### src/rtl/cycle_trainer_core.sv
// Exercise-bike console controller: ADC-to-Celsius conversion, button debounce,
// cadence strobes and an acknowledgeable over-temperature alarm.
module cycle_trainer_core #(
   parameter int unsigned DEBOUNCE_CYCLES = 4,
   parameter int unsigned TEMP_LIMIT      = 40,
   parameter int unsigned TEMP_HYST       = 2
) (
   input  logic        clock,
   input  logic        reset,
   input  logic [11:0] adc_input,
   input  logic        status,
   input  logic        pulse_button,
   input  logic        buttons,
   output logic [7:0]  temperature,
   output logic        led,
   output logic        pulses
);

   localparam int unsigned CntW = (DEBOUNCE_CYCLES > 1) ? $clog2(DEBOUNCE_CYCLES) : 1;
   localparam logic [CntW-1:0] CntMax = CntW'(DEBOUNCE_CYCLES - 1);
   localparam logic [7:0] LimitLvl = 8'(TEMP_LIMIT);
   localparam logic [7:0] ClearLvl = 8'(TEMP_LIMIT - TEMP_HYST);

   typedef enum logic [1:0] {
      StNormal,
      StAlarm,
      StAcked
   } alarm_state_e;

   // Bit 0 is the cadence button, bit 1 the alarm-acknowledge button.
   logic [1:0]      btn_raw;
   logic [1:0]      sync1_q, sync2_q;
   logic [1:0]      stable_q, stable_d;
   logic [1:0]      stable_prev_q;
   logic [CntW-1:0] cnt_q [2];
   logic [CntW-1:0] cnt_d [2];
   logic [1:0]      press;

   logic [7:0]      temperature_q, temperature_d;
   logic            pulses_q;
   logic            led_q;
   alarm_state_e    state_q;

   logic            temp_high;
   logic            temp_clear;

   assign btn_raw = {buttons, pulse_button};
   assign press   = stable_q & ~stable_prev_q;

   always_comb begin
      for (int i = 0; i < 2; i++) begin
         stable_d[i] = stable_q[i];
         cnt_d[i]    = '0;
         if (sync2_q[i] != stable_q[i]) begin
            if (cnt_q[i] == CntMax) begin
               stable_d[i] = sync2_q[i];
            end else begin
               cnt_d[i] = cnt_q[i] + 1'b1;
            end
         end
      end
   end

   always_ff @(posedge clock) begin
      if (reset) begin
         sync1_q       <= '0;
         sync2_q       <= '0;
         stable_q      <= '0;
         stable_prev_q <= '0;
         cnt_q[0]      <= '0;
         cnt_q[1]      <= '0;
      end else begin
         sync1_q       <= btn_raw;
         sync2_q       <= sync1_q;
         stable_q      <= stable_d;
         stable_prev_q <= stable_q;
         cnt_q[0]      <= cnt_d[0];
         cnt_q[1]      <= cnt_d[1];
      end
   end

   // (adc * 100) >> 12 tops out at 99 for a 12-bit sample, so 19 bits suffice.
   always_comb begin
      temperature_d = temperature_q;
      if (status) begin
         temperature_d = 8'((19'(adc_input) * 19'd100) >> 12);
      end
   end

   always_ff @(posedge clock) begin
      if (reset) begin
         temperature_q <= '0;
         pulses_q      <= 1'b0;
      end else begin
         temperature_q <= temperature_d;
         pulses_q      <= press[0] & status;
      end
   end

   assign temp_high  = (temperature_q >= LimitLvl);
   assign temp_clear = (temperature_q < ClearLvl);

   // Clearing wins over an acknowledge arriving in the same cycle.
   always_ff @(posedge clock) begin
      if (reset || !status) begin
         state_q <= StNormal;
         led_q   <= 1'b0;
      end else begin
         unique case (state_q)
            StNormal: begin
               if (temp_high) begin
                  state_q <= StAlarm;
                  led_q   <= 1'b1;
               end
            end
            StAlarm: begin
               if (temp_clear) begin
                  state_q <= StNormal;
                  led_q   <= 1'b0;
               end else if (press[1]) begin
                  state_q <= StAcked;
                  led_q   <= 1'b0;
               end
            end
            StAcked: begin
               if (temp_clear) begin
                  state_q <= StNormal;
               end
               led_q <= 1'b0;
            end
            default: begin
               state_q <= StNormal;
               led_q   <= 1'b0;
            end
         endcase
      end
   end

   assign temperature = temperature_q;
   assign led         = led_q;
   assign pulses      = pulses_q;

endmodule

### config.mk
export PLATFORM = sky130hd
export DESIGN_NAME = cycle_trainer_core
export DESIGN_NICKNAME = d
export VERILOG_FILES = /design/src/rtl/cycle_trainer_core.sv
export SDC_FILE = /design/constraint.sdc
export NUM_CORES = 1
export LEC_CHECK = 0
export CORE_AREA = 2 2 72 74
export CTS_CLUSTER_DIAMETER = 120
export DETAILED_ROUTE_END_ITERATION = 10
export DIE_AREA = 0 0 74 76
export SETUP_SLACK_MARGIN = 0.02
export SYNTH_ARGS = -nofsm -noshare
export SYNTH_HDL_FRONTEND = slang
export SYNTH_SLANG_ARGS = --single-unit
### constraint.sdc
create_clock -name clock -period 2.9 [get_ports clock]
set_input_delay 0.435 -clock clock [delete_from_list [all_inputs] [get_ports clock]]
set_output_delay 0.435 -clock clock [all_outputs]
set_load 0.02 [all_outputs]
==> results.sh <==
export IMPL_drcViolationCount=0
export IMPL_rsz0062_at_grt="false"
export IMPL_hold_viol_final=0
export IMPL_grt_pass1_wl_um=6780
export IMPL_fin_nets=319
export IMPL_crit_top_cell="ha_1"
export IMPL_p_sw_uw=460
export IMPL_nFillCells=447
export IMPL_ys_ff_latch=23
export IMPL_antenna_cells=0
export IMPL_syn_to_final_growth_pct=42.1
export IMPL_fmax_mhz=366
export IMPL_clockRootBuffer="clkbuf_8"
export IMPL_synth_seq_area_share=0.243
export IMPL_io_buffers=25
export IMPL_finalWirelength_um=3840
export IMPL_hold_class="register to register"
export IMPL_clkPwrFrac=0.148
export IMPL_avgSynthCellArea_um2=9.39
export IMPL_cts_tree="yes"
export IMPL_tns_ns=0
export IMPL_seqPwrFrac=0.280
export IMPL_synth_edf_count=0
export IMPL_finClkSkew_ns=0.00138
export IMPL_synthesis_area_um2=1900
export IMPL_critPathRequiredTime_ns=3.04
export IMPL_crit_arrival_ns=2.87
export IMPL_dieArea_um2=5620
export IMPL_sw_frac_of_total=0.355
export IMPL_max_vdd_ir_drop_v=0.000179
export IMPL_drt_iter0_markers=26
export IMPL_gr_total_overflow=0
export IMPL_p_int_uw=833
export IMPL_die_w_um=74
export IMPL_antenna_found_initial=0
export IMPL_path_buf_inv=1
export IMPL_crit_family="adder cells"
export IMPL_cts_buffer_depth=2
export IMPL_coreArea_um2=4910
export IMPL_num_vias=1543
export IMPL_netlist_top_cells_area="ha_1 (26%), dfxtp_1 (24%), fa_1 (6.3%), inv_1 (4.7%), nor2_1 (4.2%)"
export IMPL_cap_violations=0
export IMPL_die_h_um=76
export IMPL_ios=27
export IMPL_drv_slew=0
export IMPL_ys_warn_count=0
export IMPL_power_frac_comb=0.571
export IMPL_drive_above_1_share=0.294
export IMPL_period_needed_ns=2.73
export IMPL_viasPerCell=4.75
export IMPL_crit_type="input port to register"
export IMPL_clkTransAtPathRegs_ns=0.07
export IMPL_syn_inst=202
export IMPL_gp_congestion=0.826
export IMPL_synthFlopType="dfxtp_1"
export IMPL_dp_hpwl_um=3010
export IMPL_status="complete, no violations"
export IMPL_clock_sinks=23
export IMPL_cp_end_kind="register"
export IMPL_grt_max_degree=13
export IMPL_utilization=0.549
export IMPL_antenna_left=0
export IMPL_finalSetupViolations=0
export IMPL_synth_most_common_cell="ha_1"
export IMPL_grt_pass1_vias=1606
export IMPL_p_per_area_nw_per_um2=480
export IMPL_post_route_period_util=0.941
export IMPL_synth_largest_area_cell="ha_1"
export IMPL_path_cells="clkdlybuf4s50_1 > ha_1 > ha_1 > ha_1 > ha_4 > o21a_1 > o21ai_0 > o2bb2ai_1 > a21oi_2 > xnor2_1 > o22ai_1"
export IMPL_synth_nets=265
export IMPL_clock_latency_ns=0.26
export IMPL_worst_path_max_delay_cell="clkdlybuf4s50_1"
export IMPL_ctsHoldBuffers=0
export IMPL_start_kind="input port"
export IMPL_cts_made_buffers=3
export IMPL_row_count=26
export IMPL_synthTopCellsByCount="ha_1 (40), inv_1 (24), dfxtp_1 (23), nor2_1 (21), nand2_1 (9)"
export IMPL_postSynth_asyncResetShare=0
export IMPL_ys_types=47
export IMPL_critPathMaxFanout=3
export IMPL_wl_per_cell_um=11.8
export IMPL_synth_top_area_frac=0.264
export IMPL_dr_pass1_iters=4
export IMPL_critPathMaxStageDelay_ns=0.52
export IMPL_gr_usage_all_layers=0.148
export IMPL_initial_core_util=0.386
export IMPL_p_leak_nw=1.16
export IMPL_cts_max_level=1
## cells in the final DEF (no fill, tap or decap), drive strengths merged, types with 2 or more instances in the layout
cell type,count
a21o,2
o21ai,8
o21a,2
clkbuf,10
nor2b,8
a2111oi,2
fa,6
inv,24
xnor2,4
nand4,2
ha,40
nand2,9
buf,29
dfxtp,23
nor3,4
clkdlybuf4s50,17
nand2b,2
a21oi,9
o211ai,4
nor3b,3
a211oi,2
nor2,21
or3,2
mux2i,4
## power by group through the flow
stage                     sequential, mW  clock, mW  combinational [mW]
after floorplan                    0.390          0               0.335
after global placement             0.370          0               0.582
after detailed placement           0.370          0               0.587
after CTS                          0.363      0.200               0.650
after global routing               0.367      0.210               0.822
final                              0.363      0.191               0.739
## kinds of logic after synthesis
kind of cell,share of synthesized area
simple gates,0.157
fa+ha+maj,0.327
compound gates,0.163
buf+inv,0.0640
flops,0.243
xor+xnor,0.0231
mux,0.0211
other cells,0.00198
## layout make-up
cell class / count / area [um^2] / area share
Sequential cell: 23 / 460 / 0.171
Timing Repair Buffer: 54 / 439 / 0.163
Clock buffer: 4 / 45.0 / 0.0167
Multi-Input combinational cell: 150 / 1570 / 0.584
Inverter: 24 / 90.1 / 0.0334
Tap cell: 70 / 87.6 / 0.0325
## per-layer routing
metal  GRT usage  vias to the layer above  wire [um]
li1            -                      809          -
met1       0.193                      702       1750
met2       0.249                       25       1920
met3      0.0132                        7        105
met4      0.0527                        0         68
met5           0                        -          0
## timing repair
action	in CTS	in global routing
setup buffers	1	1
pin swaps	12	26
setup endpoints to repair	7	7
gates resized for setup	17	33
## stage by stage
stage	hold slack [ns]	std cells	worst slack, ns	cell area [um^2]	power (mW)
6_report	0.392	325	0.170	2700	1.29
4_1_cts	0.400	324	-0.00587	2550	1.21
3_5_place_dp	0.389	319	-0.530	2410	0.957
5_1_grt	0.433	325	0.0344	2700	1.40
2_1_floorplan	0.373	202	0.0426	1900	0.725
3_3_place_gp	0.380	319	-0.518	2410	0.952
## worst paths after layout
| path | from | end | slack [ns] | depth (start not counted) |
|---|---|---|---|---|
| setup / recovery | adc_input[9] | temperature[6] | 0.17 | 11 |
| hold / removal | stable_prev_q[0] | pulses | 0.39 | 1 |
| setup reg to reg | temperature[2] | state_q[0] | 1.73 | 5 |
| hold reg to reg | stable_prev_q[0] | pulses | 0.39 | 1 |
## flip-flops by register name (all words and copies together), names as in the netlist
register and count:
pulses 1, sync2_q 2, sync1_q 2, led 1, cnt_q 4, stable_q 2, temperature 7, state_q 2
stable_prev_q 2
Power figures use the tool's default switching activity.
